--- config.mk ---
export PLATFORM = sky130hd
export DESIGN_NAME = accel_seq_loader
export DESIGN_NICKNAME = d
export VERILOG_FILES = /design/src/rtl/accel_seq_loader_pkg.sv /design/src/rtl/accel_seq_pipe.sv /design/src/rtl/accel_seq_loader.sv
export SDC_FILE = /design/constraint.sdc
export NUM_CORES = 1
export LEC_CHECK = 0
export CORE_UTILIZATION = 35
export CTS_BUF_LIST = sky130_fd_sc_hd__clkbuf_8
export DETAILED_ROUTE_END_ITERATION = 6
export DONT_BUFFER_PORTS = 1
export PLACE_DENSITY = 0.58
export SLEW_MARGIN = 30
export SYNTH_ARGS = -nofsm -noshare
export SYNTH_HDL_FRONTEND = slang
export SYNTH_SLANG_ARGS = --single-unit
--- constraint.sdc ---
create_clock -name clk -period 3.17 [get_ports clk]
set_input_delay 0.634 -clock clk [delete_from_list [all_inputs] [get_ports clk]]
set_output_delay 0.634 -clock clk [all_outputs]
set_load 0.005 [all_outputs]
--- src/rtl/accel_seq_loader_pkg.sv ---
// Shared types and constants for the accelerator sequence loader.
// State encoding, accelerator window bases and word counts.
package accel_seq_loader_pkg;

  localparam int N          = 8;
  localparam int WORDS      = N * N;
  localparam int LOAD_WORDS = 2 * WORDS;
  localparam int TIMEOUT    = 255;
  localparam int AW         = 10;
  localparam int DW         = 32;
  localparam int CNT_W      = 8;

  localparam logic [AW-1:0] A_BASE = 10'd128;
  localparam logic [AW-1:0] B_BASE = 10'd192;
  localparam logic [AW-1:0] C_BASE = 10'd256;

  typedef enum logic [2:0] {
    ST_IDLE,
    ST_LOAD,
    ST_WAIT,
    ST_READ,
    ST_DONE
  } state_t;

  // Issue index -> accelerator word address (A words then B words)
  function automatic logic [AW-1:0] ab_addr(input logic [6:0] i);
    if (int'(i) < WORDS)
      return A_BASE + AW'(i);
    else
      return B_BASE + AW'(int'(i) - WORDS);
  endfunction

endpackage

--- src/rtl/accel_seq_pipe.sv ---
// One-stage delay register with valid bit.
// Ports: clk, rst_n, in_valid/in_data -> out_valid/out_data (payload zeroed when invalid).
module accel_seq_pipe #(
  parameter int W = 10
) (
  input  logic         clk,
  input  logic         rst_n,
  input  logic         in_valid,
  input  logic [W-1:0] in_data,
  output logic         out_valid,
  output logic [W-1:0] out_data
);

  always_ff @(posedge clk or negedge rst_n) begin
    if (!rst_n) begin
      out_valid <= 1'b0;
      out_data  <= '0;
    end else begin
      out_valid <= in_valid;
      out_data  <= in_valid ? in_data : '0;
    end
  end

endmodule

--- src/rtl/accel_seq_loader.sv ---
// Copies A/B from source memory into the accelerator, waits for ready, drains C to dest.
// Ports: start/src_base/dst_base in; src_*, acc_*, dst_* buses; busy/done/err status.
module accel_seq_loader
  import accel_seq_loader_pkg::*;
(
  input  logic          clk,
  input  logic          rst_n,
  input  logic          start,
  input  logic [AW-1:0] src_base,
  input  logic [AW-1:0] dst_base,
  output logic          src_rd,
  output logic [AW-1:0] src_addr,
  input  logic [DW-1:0] src_data,
  output logic          acc_select,
  output logic          acc_wr_en,
  output logic [AW-1:0] acc_addr,
  output logic [DW-1:0] acc_wdata,
  input  logic [DW-1:0] acc_rdata,
  input  logic          acc_ready,
  output logic          dst_wr,
  output logic [AW-1:0] dst_addr,
  output logic [DW-1:0] dst_data,
  output logic          busy,
  output logic          done,
  output logic          err
);

  state_t state, state_d;

  logic [CNT_W-1:0] cnt, cnt_d;
  logic [AW-1:0]    sbase_q, dbase_q;
  logic             err_q, err_d;

  logic             issue;
  logic             rd_issue;

  logic             lp_valid;
  logic [AW-1:0]    lp_addr;
  logic             rp_valid;
  logic [AW+DW-1:0] rp_data;

  assign issue    = (state == ST_LOAD)
                 && (cnt < CNT_W'(LOAD_WORDS));
  assign rd_issue = (state == ST_READ)
                 && (cnt < CNT_W'(WORDS));

  always_ff @(posedge clk or negedge rst_n) begin
    if (!rst_n) begin
      state   <= ST_IDLE;
      cnt     <= '0;
      err_q   <= 1'b0;
      sbase_q <= '0;
      dbase_q <= '0;
    end else begin
      state <= state_d;
      cnt   <= cnt_d;
      err_q <= err_d;
      if (state == ST_IDLE && start) begin
        sbase_q <= src_base;
        dbase_q <= dst_base;
      end
    end
  end

  always_comb begin
    state_d = state;
    err_d   = err_q;
    unique case (state)
      ST_IDLE: begin
        if (start) begin
          state_d = ST_LOAD;
          err_d   = 1'b0;
        end
      end
      ST_LOAD: begin
        // extra cycle drains the final write
        if (cnt == CNT_W'(LOAD_WORDS))
          state_d = ST_WAIT;
      end
      ST_WAIT: begin
        if (acc_ready) begin
          state_d = ST_READ;
        end else if (cnt == CNT_W'(TIMEOUT - 1)) begin
          state_d = ST_IDLE;
          err_d   = 1'b1;
        end
      end
      ST_READ: begin
        if (cnt == CNT_W'(WORDS))
          state_d = ST_DONE;
      end
      ST_DONE: state_d = ST_IDLE;
      default: state_d = ST_IDLE;
    endcase
  end

  // counter restarts at 0 on every state entry
  always_comb begin
    cnt_d = '0;
    if (state_d == state && state != ST_IDLE)
      cnt_d = cnt + 1'b1;
  end

  accel_seq_pipe #(.W(AW)) u_load_pipe (
    .clk       (clk),
    .rst_n     (rst_n),
    .in_valid  (issue),
    .in_data   (ab_addr(cnt[6:0])),
    .out_valid (lp_valid),
    .out_data  (lp_addr)
  );

  accel_seq_pipe #(.W(AW + DW)) u_read_pipe (
    .clk       (clk),
    .rst_n     (rst_n),
    .in_valid  (rd_issue),
    .in_data   ({dbase_q + AW'(cnt), acc_rdata}),
    .out_valid (rp_valid),
    .out_data  (rp_data)
  );

  always_comb begin
    src_rd   = issue;
    src_addr = issue ? sbase_q + AW'(cnt) : '0;
  end

  always_comb begin
    acc_select = 1'b0;
    acc_wr_en  = 1'b0;
    acc_addr   = '0;
    acc_wdata  = '0;
    if (state == ST_LOAD && lp_valid) begin
      acc_select = 1'b1;
      acc_wr_en  = 1'b1;
      acc_addr   = lp_addr;
      acc_wdata  = src_data;
    end else if (rd_issue) begin
      acc_select = 1'b1;
      acc_addr   = C_BASE + AW'(cnt);
    end
  end

  assign dst_wr   = rp_valid;
  assign dst_addr = rp_data[AW+DW-1:DW];
  assign dst_data = rp_data[DW-1:0];

  assign busy = (state != ST_IDLE);
  assign done = (state == ST_DONE);
  assign err  = err_q;

endmodule
# After elaboration in Yosys (flattened, before gate mapping)
# Index checks and enable logic that the tools add are counted.
# totals
reg_bits	86
latchBits	0
ramBits	0
mem_bits_ro	0
in_bits	88
out_inout_bits	101
wordCells	60
memories	0
# op_classes
addsub	7
mul	0
div	0
magnitude_cmp	3
eq_ne	11
shifts	0
muxes	21
n_bitwise	0
n_reduce_logical	9
# ops
op	count
two-way mux 10 bit	5
two-way mux 42 bit	1
two-way mux 32 bit	1
adder 10 x 8 -> 10 bit	2
adder 9 x 8 -> 10 bit, first input constant	2
equality test 8 bit, second input constant	2
two-way mux 3 bit	5
one-hot mux 3 bit (4 select lines)	1
adder 8 x 7 -> 9 bit, first input constant	1
adder 8 x 1 -> 8 bit, second input constant	1
equality test 8 x 7 -> 1 bit, second input constant	1
less-than comparator 8 x 7 -> 1 bit, second input constant	1
less-than comparator 8 bit, second input constant	1
two-way mux 8 bit	1
subtractor 7 x 7 -> 8 bit, second input constant	1
less-than comparator 7 bit, second input constant	1
equality test 3 x 2 -> 1 bit, second input constant	2
two-way mux 1 bit	6
!= test 2 bit, second input constant	3
logical AND 1 bit	5
AND reduction 4 bit	1
equality test 3 x 1 -> 1 bit, second input constant	1
equality test 3 bit	1
equality test 3 bit, second input constant	1
4 further kinds	4

# Logic depth before layout (Yosys ltp)
# logic_depth
word_depth	7
depth_mapped	9
mapped_depth_nobuf	7

# Hierarchy
# A second synthesis with hierarchy kept.
# unflattened
cells_unflattened	429
area_unflattened_um2	4299.1
# modules_own_cells
mod	instances	cells_each	area_each_um2	seq_area_each_um2
accel_seq_loader	1	319	2549.9	800.8
accel_seq_pipe at u_read_pipe	1	89	1411.4	1076.0
accel_seq_pipe at u_load_pipe	1	21	337.8	275.3

# Worst setup path after synthesis
# OpenSTA, ideal clock, no wires.
# synth_timing
path_kind	reg2out
start	reg cnt[0]
end	out src_addr[8]
t_arrival_ps	1873
t_required_ps	2536
setup_slack_ps	663
stages_incl_launch_ff	7
n_path_buf	0
path_cell_list	dfrtp_1 -> ha_1 -> fa_1 -> a211oi_1 -> o21ai_0 -> a21oi_1 -> mux2i_1
# synth_between
elab_chain_cells	3
word_cells_on_any_way	4
cone_classes	1 x add/sub; 1 x order compare; 1 x mux; 1 x reduce/logical
# synth_rtl
element	line	source
start: declaration	accel_seq_loader.sv:30	logic [CNT_W-1:0] cnt, cnt_d;
start signal: assignment	accel_seq_loader.sv:56	cnt <= cnt_d;
less-than comparator 8 bit	accel_seq_loader.sv:43	&& (cnt < CNT_W'(LOAD_WORDS));
logical AND 1 bit	accel_seq_loader.sv:43	
two-way mux 10 bit (*)	accel_seq_loader.sv:124	src_addr = issue ? sbase_q + AW'(cnt) : '0;
end: declaration	accel_seq_loader.sv:12	output logic [AW-1:0] src_addr,
# Mark *: on every way between the ends. The rest lies on a longest branch, timed or not.

# Worst setup path in the final report
# Ends and elaborated chain as after synthesis.

==> impl_metrics.env <==
export IMPL_synthTopCellsByArea="dfrtp_1 48%, and2_1 6.4%, nand2_1 6.4%, ha_1 5.5%, and3_1 5.0%"
export IMPL_syn_area_um2=4300
export IMPL_antenna_found_initial=0
export IMPL_ys_ff_latch=83
export IMPL_rrSetupSlack_ps=900
export IMPL_skew_ps=8.74
export IMPL_timing_rr_end="u_read_pipe.out_data[40]"
export IMPL_path_cells="ha_1, fa_2, a211oi_2, o21ai_0, a21oi_1, mux2i_1"
export IMPL_cts_sinks=83
export IMPL_yosys_cell_types_count=51
export IMPL_worst_hold_path_type="in -> async"
export IMPL_timing_max_cap_violations=0
export IMPL_setup_viol_count_final=0
export IMPL_endpoint_kind="output pin"
export IMPL_timing_hold_violations_final=0
export IMPL_dpl_cell_area_um2=4400
export IMPL_ios=189
export IMPL_ant_nets=0
export IMPL_status="finished clean"
export IMPL_place_port_buffers=0
export IMPL_ys_warnings_count=0
export IMPL_gp_congestion=0.856
export IMPL_dieWidth_um=113
export IMPL_grt_pass1_wl_mm=16.2
export IMPL_die_h_um=113
export IMPL_drtPass1Iterations=4
export IMPL_synth_most_common_cell="dfrtp_1"
export IMPL_clock_path_buffers=2
export IMPL_required_ps=2540
export IMPL_netlist_area_leader_share_pct=48.4
export IMPL_fillCellCount=1163
export IMPL_route_detailed_drc=0
export IMPL_r2r_start="cnt[0]"
export IMPL_reg2reg_depth=6
export IMPL_layout_drive_gt1_share_pct=8.66
export IMPL_async_flop_share_pct=100
export IMPL_cts_root_buf="clkbuf_8"
export IMPL_critPathArrivalTime_ps=2410
export IMPL_cts_made_buffers=9
export IMPL_clkSlewWorstSetupHoldPaths_ps=90
export IMPL_routed_via_density=5.42
export IMPL_drtIter0Drc=155
export IMPL_crit_path_max_incr_delay_ps=470
export IMPL_initial_core_util_pct=35.8
export IMPL_dieArea_um2=12700
export IMPL_syn_to_final_growth_pct=8.27
export IMPL_dpl_cell_count=568
export IMPL_syn_area_per_cell_um2=9.85
export IMPL_dp_hpwl_mm=7.38
export IMPL_finalCritPeriodShare_pct=95.9
export IMPL_fin_area_um2=4650
export IMPL_tns_ps=0
export IMPL_synth_seq_area_share_pct=48.4
export IMPL_h_tree_depth=3
export IMPL_yosysTopAreaCell="dfrtp_1"
export IMPL_cts_tree="built"
export IMPL_final_cell_count_no_fill=586
export IMPL_path_max_fanout=7
export IMPL_rsz0062_at_grt="no"
export IMPL_synth_edf_count=0
export IMPL_drt_wl_total_mm=10.6
export IMPL_syn_inst=436
export IMPL_maxSlewHeadroom_pct=44.1
export IMPL_num_rows=40
export IMPL_vias=3179
export IMPL_grt_pass1_vias=3105
export IMPL_critPathSlowestCell="dfrtp_2"
export IMPL_fin_nets=543
export IMPL_path_class="reg -> out"
export IMPL_finalMaxSlewViolations=0
export IMPL_leakage_nw=2.33
export IMPL_cp_start_kind="flip-flop"
export IMPL_antenna_cells=0
export IMPL_ir_worst_vdd_mv=0.347
export IMPL_clk_latency_ps=350
export IMPL_synthTopCellsByCount="83 x dfrtp_1, 73 x nand2_1, 44 x and2_1"
export IMPL_grt_max_degree=84
export IMPL_wl_per_cell_um=18.1
export IMPL_grtUsageTotal_pct=16.7
export IMPL_power_density_nw_per_um2=871
export IMPL_core_um2=12000
export IMPL_seq_area_um2=2080
export IMPL_tightest_slew_ps=839
export IMPL_fin_crit_ps=3040
export IMPL_grt_overflow_total=0
export IMPL_fmax_mhz=329
export IMPL_synth_ff_type="dfrtp_1"
export IMPL_finalPower_mw=4.05
export IMPL_multiInputGateArea_um2=2060
export IMPL_synth_fp_nets=545
-- per-layer routing --
metal	up-vias	global-route usage [%]	routed length, um
met1	1535	20.8	4440
met3	8	4.28	848
met2	145	28.4	5220
met5	-	0	0
li1	1491	-	-
met4	0	5.51	102
-- worst max path at each step --
stage | start | to | slack, ps | cells after the start
floorplan | cnt[0] | src_addr[8] | 660 | 6
global placement | cnt[0] | src_addr[8] | 420 | 6
detailed placement | cnt[0] | src_addr[8] | 350 | 6
CTS | cnt[0] | src_addr[8] | 50 | 6
global route | cnt[0] | src_addr[8] | 20 | 6
finish | cnt[0] | src_addr[8] | 130 | 6
-- where the power goes --
group | switching (mW) | internal, mW
clock | 0.422 | 0.378
combinational | 0.954 | 0.587
sequential | 0.288 | 1.42
total | 1.66 | 2.39
-- layout make-up --
class	count	share of cell area, %
clock inverter	7	1.78
sequential	83	44.7
inverter	8	0.753
tap	147	3.95
multi-input combinational	323	44.3
timing repair buffer	9	1.88
clock buffer	9	2.66
-- sequential cells by signal, summed over array words and instances, names as in the netlist --
register,flops
cnt,8
dbase_q,10
err,1
sbase_q,10
state,3
u_load_pipe.out_data,8
u_read_pipe.out_data,42
u_read_pipe.out_valid,1
-- logic make-up (layout without fill, tap and decap cells) --
group,count (synthesis),in the layout,synth area share (%)
muxes,6,6,1.40
DFF,83,83,48.4
adders and majority gates,21,21,6.47
and+or+nand+nor,215,215,26.5
AOI/OAI and AO/OA,72,72,11.6
buffers and inverters,30,33,3.90
xor gates and xnor gates,8,8,1.63
other,1,1,0.0873
-- per-stage QoR --
| stage | setup WS [ps] | util, % | hold slack (ps) |
|---|---|---|---|
| 6_report | 130 | 38.7 | 149 |
| 4_1_cts | 51.8 | 38.6 | 179 |
| 3_5_place_dp | 349 | 36.6 | 342 |
| 3_3_place_gp | 418 | 36.6 | 341 |
| 2_1_floorplan | 663 | - | 338 |
| 5_1_grt | 24.5 | 38.7 | 198 |
-- critical path: cells and delay by family (launching register included) --
| kind | cells | cell delay, ps |
|---|---|---|
| AOI/OAI and AO/OA | 3 | 660 |
| adders and majority gates | 2 | 640 |
| muxes | 1 | 280 |
| DFF | 1 | 470 |
-- cell usage in the layout, fill, tap and decap left out, types with 2 or more instances in the layout --
cell type   count
clkinvlp_4      2
dfrtp_2         2
inv_1           6
nor3_1         12
ha_1           19
and3_1         34
inv_6           3
o21ai_0        13
a22o_1          6
nand4_1         2
dfrtp_1        81
nor2b_1         4
clkbuf_8        9
nand3_1         7
nand2_1        73
and2_1         44
o31ai_1         2
nor3b_1         5
nand2b_1        8
a21oi_1         9
xnor2_1         5
nor2_1         16
o21a_1          6
buf_4           8
o21bai_1        5
mux2i_1         6
xor2_1          3
a21o_1          5
a211oi_1       17
or2_2           2
-- repair_timing --
| action | in CTS | in global routing |
|---|---|---|
| resized for setup | 1 | 3 |
| hold buffers | 1 | 0 |
| cloned | 0 | 0 |
| endpoints found under the setup margin | 1 | 2 |
| pin swaps | 0 | 1 |
| setup buffers | 0 | 1 |
| hold endpoints to repair | 83 | 0 |
(Power assumes the default switching activity.)
